$ cat config.mk
export PLATFORM = sky130hd
export DESIGN_NAME = seq_detect_param
export DESIGN_NICKNAME = d
export VERILOG_FILES = /design/src/rtl/seq_detect_param.sv
export SDC_FILE = /design/constraint.sdc
export NUM_CORES = 1
export LEC_CHECK = 0
export BUFFER_PORTS_ARGS = -buffer_cell sky130_fd_sc_hd__buf_4
export CAP_MARGIN = 10
export CORE_ASPECT_RATIO = 0.6
export CORE_MARGIN = 2
export CORE_UTILIZATION = 30
export DETAILED_ROUTE_END_ITERATION = 10
export REMOVE_ABC_BUFFERS = 1
export SYNTH_ARGS = -nofsm -noshare
export SYNTH_HDL_FRONTEND = slang
export SYNTH_SLANG_ARGS = --single-unit
export TNS_END_PERCENT = 100
$ cat constraint.sdc
create_clock -name clk -period 2.1 [get_ports clk]
set_input_delay 0.525 -clock clk [delete_from_list [all_inputs] [get_ports clk]]
set_output_delay 0.525 -clock clk [all_outputs]
set_load 0.02 [all_outputs]
$ cat src/rtl/seq_detect_param.sv
// Serial pattern detector with a loadable pattern, optional overlapping matches,
// a registered Moore match pulse, a sticky "seen" flag and a saturating match counter.
module seq_detect_param #(
    parameter int              PAT_W    = 4,
    parameter logic [PAT_W-1:0] PAT_INIT = 4'b1101,
    parameter int              OVERLAP  = 1,
    parameter int              CNT_W    = 8
) (
    input  logic             clk,
    input  logic             resetn,
    input  logic             en,
    input  logic             w,
    input  logic             pat_load,
    input  logic [PAT_W-1:0] pat_in,
    input  logic             cnt_clr,
    output logic             out,
    output logic             seen,
    output logic [CNT_W-1:0] count
);

    localparam int               FILL_W   = $clog2(PAT_W + 1);
    localparam logic [FILL_W-1:0] FILL_MAX = FILL_W'(PAT_W);
    localparam logic [CNT_W-1:0]  CNT_MAX  = {CNT_W{1'b1}};

    logic [PAT_W-1:0]  pat_reg;
    logic [PAT_W-1:0]  hist_reg;
    logic [FILL_W-1:0] fill_reg;
    logic              out_reg;
    logic              seen_reg;
    logic [CNT_W-1:0]  count_reg;

    logic              accept;
    logic [PAT_W-1:0]  hist_next;
    logic [FILL_W-1:0] fill_next;
    logic [PAT_W-1:0]  eq_bits;
    logic              match;

    // A bit arriving together with a pattern load is dropped.
    assign accept    = en && !pat_load;
    assign hist_next = {hist_reg[PAT_W-2:0], w};
    assign fill_next = (fill_reg == FILL_MAX) ? FILL_MAX : fill_reg + FILL_W'(1);

    genvar gi;
    generate
        for (gi = 0; gi < PAT_W; gi++) begin : g_eq
            assign eq_bits[gi] = hist_next[gi] ~^ pat_reg[gi];
        end
    endgenerate

    // Match is judged on the post-shift history and fill of this edge.
    assign match = accept && (fill_next == FILL_MAX) && (&eq_bits);

    always_ff @(posedge clk) begin
        if (!resetn) begin
            pat_reg   <= PAT_INIT;
            hist_reg  <= '0;
            fill_reg  <= '0;
            out_reg   <= 1'b0;
            seen_reg  <= 1'b0;
            count_reg <= '0;
        end else begin
            if (pat_load) begin
                pat_reg  <= pat_in;
                fill_reg <= '0;
                out_reg  <= 1'b0;
            end else if (en) begin
                hist_reg <= hist_next;
                fill_reg <= (match && (OVERLAP == 0)) ? '0 : fill_next;
                out_reg  <= match;
            end else begin
                out_reg  <= 1'b0;
            end

            // A match wins over a coincident clear: the match is counted fresh.
            if (match) begin
                seen_reg <= 1'b1;
                if (cnt_clr)
                    count_reg <= CNT_W'(1);
                else if (count_reg != CNT_MAX)
                    count_reg <= count_reg + CNT_W'(1);
            end else if (cnt_clr) begin
                seen_reg  <= 1'b0;
                count_reg <= '0;
            end
        end
    end

    assign out   = out_reg;
    assign seen  = seen_reg;
    assign count = count_reg;

endmodule

==> results by group, run 1 <==
Floorplanning
  – Core Area: 0.00320 mm^2
  – Number of I/O pins: 20
  – Die Y-Extent: 48.5 um
  – Die area: 0.00379 mm^2
  – Starting Density: 30.9%
  – Horizontal die dimension: 78.2 um
  – Number of cell rows: 16

Timing
  – Measured slew at the worst slew-check pin: 0.295 ns
  – Final clock skew: 0.00228 ns
  – Final setup violation count: 0
  – Count of endpoints failing hold in the final timing report: 0
  – Share of the clock period used by the worst path: 93.9%
  – RSZ-0062 raised after global routing: no
  – Highest Clock Rate: 0.507 GHz
  – Worst Hold Slack: 0.475 ns
  – Number of slew-limit violations in the final report: 0
  – Post-layout minimum cycle time: 1.97 ns
  – Worst slew margin: 80.3%

Final layout
  – Layout cell share with drive strength beyond 1: 28.7%
  – Area growth syn-to-layout: 32.6%
  – Fin nets: 150
  – Final core utilization: 41.0%
  – Number of diodes added for antenna fixing: 0
  – Number of non-filler instances in the completed layout: 181
  – Number of flip-flops in the largest register: 8

Power
  – Tot Pwr: 840 uW
  – Worst ir drop on vdd: 0.000318 V
  – Leakage Power: 0.000541 uW
  – P per Cell Area: 640 mW/mm^2

Setup path
  – CP max-delay cell: or3_1
  – Crit. End Element: flop
  – Setup CP Type: flop to flop
  – Critical-path cell list: inv_2, ha_4, or2b_1, a211oi_2, nand4bb_1, or3_1, a21oi_2
  – Data required, critical path: 2.29 ns
  – Crit start category: flop
  – Crit-path max cell delay: 0.43 ns
  – Arrival time at the worst endpoint: 2.16 ns
  – Largest fanout of any net on the critical path: 7

Clock tree
  – Clock tree from TritonCTS: done
  – Clock input transition at the sequential cells of the worst setup and hold paths: 0.08 ns
  – H-tree levels: 1
  – Total of hold buffers inserted after clock tree synthesis: 0
  – Worst-skew pair later-pin latency: 0.26 ns
  – Buffer depth of the longest clock path: 2
  – Number of clock sinks: 20
  – Number of buffers created by CTS: 3
  – Cell at the root of the clock tree: clkbuf_8

Place
  – Half-perimeter wire length after detailed placement: 1650 um
  – Post-placement cell count: 176
  – Routability-driven placement congestion ratio: 0.795
  – I/O Buffers: 19

Global routing
  – Largest net degree at the start of global routing: 13
  – Wire length of the first global-routing pass: 3770 um
  – Via count of the first global-routing pass: 810
  – Gr usage total: 12.5%
  – Antenna violations before repair: 0
  – Grt total ovfl: 0

Yosys
  – Count of warnings emitted by yosys: 0
  – Count of mapped cells out of synthesis: 108
  – Primary FF master, synth: dfxtp_1
  – Mean cell area of the mapped netlist: 9.16 um^2
  – Dominant cells by area after synthesis: dfxtp_1 40%, mux2i_1 8.1%, a21oi_1 4.6%, ha_1 3.8%, nor2_1 3.8%
  – Distinct cell type count of the synthesized netlist: 31
  – Top cell type by total area after synthesis: dfxtp_1
  – Share of synthesized flip-flops with an asynchronous set or reset: 0%
  – Flops & latches, synth: 20
  – Cell area after synthesis: 990 um^2
  – Synth top area share: 40.5%
  – Post-synth EDFFs: 0
  – Share of the yosys chip area belonging to registers: 40.5%

Drt
  – Number of remaining DRC errors: 0
  – Number of violations reported at the end of detailed-routing iteration 0: 35
  – Detailed-route vias per instance: 4.61
  – TritonRoute pass-1 iters: 4
  – Count of antenna-violating nets left after detailed routing: 0
  – Final routed wirelength across all metal layers: 2080 um
  – Routed length per instance: 11.5 um
  – Total number of vias: 835

Outcome
  – Run status: complete, no violations

Worst hold path
  – Path category of the worst min-delay check: input pin to flop

Run
  – # Max-Cap Violations: 0
-- worst paths after layout --
kind	from	endpoint	slack (ns)	cells past startpoint
max	fill_reg[0]$_SDFFE_PP0P_	count[7]$_SDFFE_PN0P_	0.13	7
min	pat_in[3]	pat_reg[3]$_SDFFE_PN1P_	0.47	3
max reg2reg	fill_reg[0]$_SDFFE_PP0P_	count[7]$_SDFFE_PN0P_	0.13	7
min reg2reg	pat_reg[0]$_SDFFE_PN1P_	pat_reg[0]$_SDFFE_PN1P_	0.50	2
-- timing repair --
| action | CTS | global route |
|---|---|---|
| pin swaps | 2 | 8 |
| cloned | 0 | 0 |
| setup buffers | 0 | 1 |
| resized for setup | 0 | 5 |
| setup endpoints to repair | 3 | 8 |
-- Yosys cell counts (4+ instances only) --
master and instances:
dfxtp_1 20, nor2_1 10, a21oi_1 9, mux2i_1 8, nand2_1 8, o21ai_1 6
inv_1 5, or3_1 5, nand2b_1 4
-- logic make-up after synthesis --
logic type / Yosys count / synth area share [%]
muxes: 9 / 9.23
and+or+nand+nor: 47 / 28.8
buffers and inverters: 7 / 3.79
xor gates and xnor gates: 4 / 3.54
AOI/OAI and AO/OA: 18 / 10.4
adders and majority gates: 3 / 3.79
DFF: 20 / 40.5
-- placed cells by master (no fill, tap or decap), drive strengths merged --
cell	instances
nor2	10
mux2	1
xor2	3
nand4bb	1
or4	1
or3	5
nand4	3
buf	26
a21oi	9
nand2	8
o21ai	6
mux2i	8
nand2b	5
a211oi	1
bufinv	1
o21bai	1
and4	3
nor3	2
or2	1
nand3b	2
ha	3
a21boi	1
or2b	1
and4b	1
inv	5
xnor2	1
nand3	3
clkbuf	3
dfxtp	20
and3b	1
-- critical path: cells and delay by family, from the launching register on --
family | cells | cell delay (ns)
buffers and inverters | 1 | 0.05
and+or+nand+nor | 3 | 0.92
adders and majority gates | 1 | 0.23
DFF | 1 | 0.34
AOI/OAI and AO/OA | 2 | 0.37
-- routing by layer --
layer	part of all wire [%]	global-route usage, %	wire length, um
met4	0.38	0.877	8
met5	0	0	0
met2	41	17.7	846
met3	4.2	4.66	88
met1	55	18.8	1140
-- cell type report --
| cell class | instances | area (um^2) |
|---|---|---|
| Fill cell | 341 | 1890 |
| Multi-Input combinational cell | 81 | 568 |
| Sequential cell | 20 | 403 |
| Timing Repair Buffer | 26 | 195 |
| Tap cell | 45 | 56.3 |
| Clock buffer | 3 | 41.3 |
| Clock inverter | 1 | 30.0 |
| Inverter | 5 | 18.8 |
-- where the power goes --
part,leakage (uW),internal [uW],switching [uW]
sequential,0.000163,386,5.01
combinational,0.000342,34.7,30.9
clock,0.0000357,254,129
-- stage by stage --
stage	TNS (ns)	cell area [um^2]	setup WS [ns]
3_3_place_gp	0	1210	0.0509
2_1_floorplan	0	971	0.0446
6_report	0	1310	0.128
3_5_place_dp	-0.00113	1210	-0.00113
5_1_grt	0	1310	0.00379
4_1_cts	0	1290	0.000891
Power figures use the tool's default switching activity.
==> inputs of run 2 (changes only) <==
--- a/config.mk
+++ b/config.mk
@@ -10,6 +10,7 @@
 export CORE_ASPECT_RATIO = 0.6
 export CORE_MARGIN = 2
 export CORE_UTILIZATION = 30
+export CTS_BUF_LIST = sky130_fd_sc_hd__clkbuf_4
 export DETAILED_ROUTE_END_ITERATION = 10
 export REMOVE_ABC_BUFFERS = 1
 export SYNTH_ARGS = -nofsm -noshare
==> results by group, run 2 (synthesized netlist as in run 1, its figures left out) <==
Outcome
  – Run status: complete, no violations

Setup path
  – Crit. End Element: flop
  – Crit-path max cell delay: 0.38 ns
  – CP max-delay cell: or3_1
  – Count of buffer and inverter cells on the critical path: 1
  – Crit start category: flop
  – Setup CP Type: flop to flop
  – Family with the most delay on the worst path: simple AND/OR/NAND/NOR gates
  – Largest fanout of any net on the critical path: 7
  – Data required, critical path: 2.33 ns
  – Arrival time at the worst endpoint: 2.21 ns
  – Reg2Reg Setup Slack: 0.12 ns
  – Critical-path cell list: inv_1, ha_4, or2b_1, a211oi_2, nand4bb_1, or3_1, a21oi_1

Power
  – Combinational fraction of design power: 8.5%
  – Net switching power of the design: 160 uW
  – Tot Pwr: 775 uW
  – Worst ir drop on vdd: 0.000314 V
  – Cell-internal power: 615 uW
  – Leakage Power: 0.000533 uW
  – Switching part of the total power: 20.7%
  – P per Cell Area: 601 mW/mm^2
  – Portion of total power attributed to sequential cells: 50.6%
  – Proportion of power drawn by the clock network: 40.9%

Drt
  – TritonRoute pass-1 iters: 4
  – Count of antenna-violating nets left after detailed routing: 0
  – Number of violations reported at the end of detailed-routing iteration 0: 47
  – Final routed wirelength across all metal layers: 2100 um
  – Number of remaining DRC errors: 0
  – Detailed-route vias per instance: 4.72
  – Routed length per instance: 11.6 um
  – Total number of vias: 855

Timing
  – Measured slew at the worst slew-check pin: 0.272 ns
  – Count of endpoints failing hold in the final timing report: 0
  – RSZ-0062 raised after global routing: no
  – Final setup violation count: 0
  – Worst slew margin: 81.8%
  – Final clock skew: 0.00789 ns
  – Share of the clock period used by the worst path: 94.3%
  – Highest Clock Rate: 0.505 GHz
  – Slack of the critical path: 0.120 ns
  – Post-layout minimum cycle time: 1.98 ns
  – Number of slew-limit violations in the final report: 0
  – Final TNS setup: 0 ns

Floorplanning
  – Core Area: 0.00320 mm^2
  – Starting Density: 30.9%
  – Number of I/O pins: 20
  – Die Y-Extent: 48.5 um
  – Horizontal die dimension: 78.2 um
  – Die area: 0.00379 mm^2
  – Number of cell rows: 16

Global routing
  – Largest net degree at the start of global routing: 13
  – Gr usage total: 12.5%
  – Antenna violations before repair: 0
  – Grt total ovfl: 0
  – Wire length of the first global-routing pass: 3760 um
  – Via count of the first global-routing pass: 796

Worst hold path
  – Path category of the worst min-delay check: input pin to flop

Final layout
  – Number of flip-flops in the largest register: 8
  – Area growth syn-to-layout: 30.3%
  – Area used by multi-input combinational logic: 564 um^2
  – Fin nets: 150
  – Number of diodes added for antenna fixing: 0
  – Most frequent standard cell in the layout excluding fill and tap cells: buf_4
  – Commonest non-fill, non-tap cells in the layout: 26 x buf_4, 18 x dfxtp_1, 10 x nor2_1
  – Number of fillers in the final layout: 346
  – Seq. cell area: 403 um^2
  – Layout cell share with drive strength beyond 1: 27.9%
  – Final core utilization: 40.3%

Clock tree
  – Total of hold buffers inserted after clock tree synthesis: 0
  – Number of clock sinks: 20
  – Worst-skew pair later-pin latency: 0.30 ns
  – Cell at the root of the clock tree: clkbuf_4
  – Number of buffers created by CTS: 3
  – Clock input transition at the sequential cells of the worst setup and hold paths: 0.12 ns
  – Buffer depth of the longest clock path: 2
  – Clock tree from TritonCTS: done
  – H-tree levels: 1

Place
  – Pre-CTS worst setup slack: -0.00113 ns
  – I/O Buffers: 19
  – Half-perimeter wire length after detailed placement: 1650 um
  – Routability-driven placement congestion ratio: 0.795

Run
  – # Max-Cap Violations: 0
## run 2: cell counts in the layout (fill, tap and decap cells not counted)
No cell type changed its count.
## run 2: worst register-to-register path: cells and delay by family (launching register included)
family	cells	cell delay, ns
AOI/OAI and AO/OA	2	0.40
adders and majority gates	1	0.20
buffers and inverters	1	0.09
DFF	1	0.34
and+or+nand+nor	3	0.88
## run 2: metal layers
| metal | vias up | share of wire [%] | routed length, um | track usage [%] |
|---|---|---|---|---|
| met1 | 400 | 56 | 1170 | 19.1 |
| met4 | 0 | 0.48 | 10 | 0.877 |
| met2 | 13 | 40 | 832 | 17.2 |
| met5 | - | 0 | 0 | 0 |
| met3 | 2 | 4.1 | 87 | 4.66 |
| li1 | 440 | - | - | - |
## run 2: power by group through the flow
stage	sequential [uW]	combinational, uW	clock (uW)
global route	393	73.1	342
floorplan	399	33.9	0
CTS	392	64.6	326
global placement	400	62.7	0
finish	392	66.1	317
detailed placement	400	63.9	0
## run 2: what timing repair did
action	in CTS	in global routing
setup endpoints to repair	3	8
buffers inserted	0	1
gates resized for setup	1	3
pin swaps	2	6
## run 2: final cells by class
cell class	count	area share (%)
timing repair buffer	26	15.1
inverter	5	1.45
clock buffer	3	1.75
sequential	20	31.2
multi-input combinational	81	43.7
clock inverter	1	2.33
tap	45	4.36
## run 2: worst paths after layout
path,start,endpoint,cells after the start
worst max register to register,fill_reg[1]$_SDFFE_PP0P_,count[7]$_SDFFE_PN0P_,7
worst max-delay path,fill_reg[1]$_SDFFE_PP0P_,count[7]$_SDFFE_PN0P_,7
worst min register to register,seen$_SDFFE_PN0P_,seen$_SDFFE_PN0P_,2
worst min-delay path,pat_in[3],pat_reg[3]$_SDFFE_PN1P_,3
## run 2: through the flow
stage,instance area (um^2),hold WS (ns),cells
floorplan,971,0.460,106
global placement,1210,0.472,176
detailed placement,1210,0.482,176
CTS,1270,0.416,180
global route,1290,0.408,181
finish,1290,0.422,181
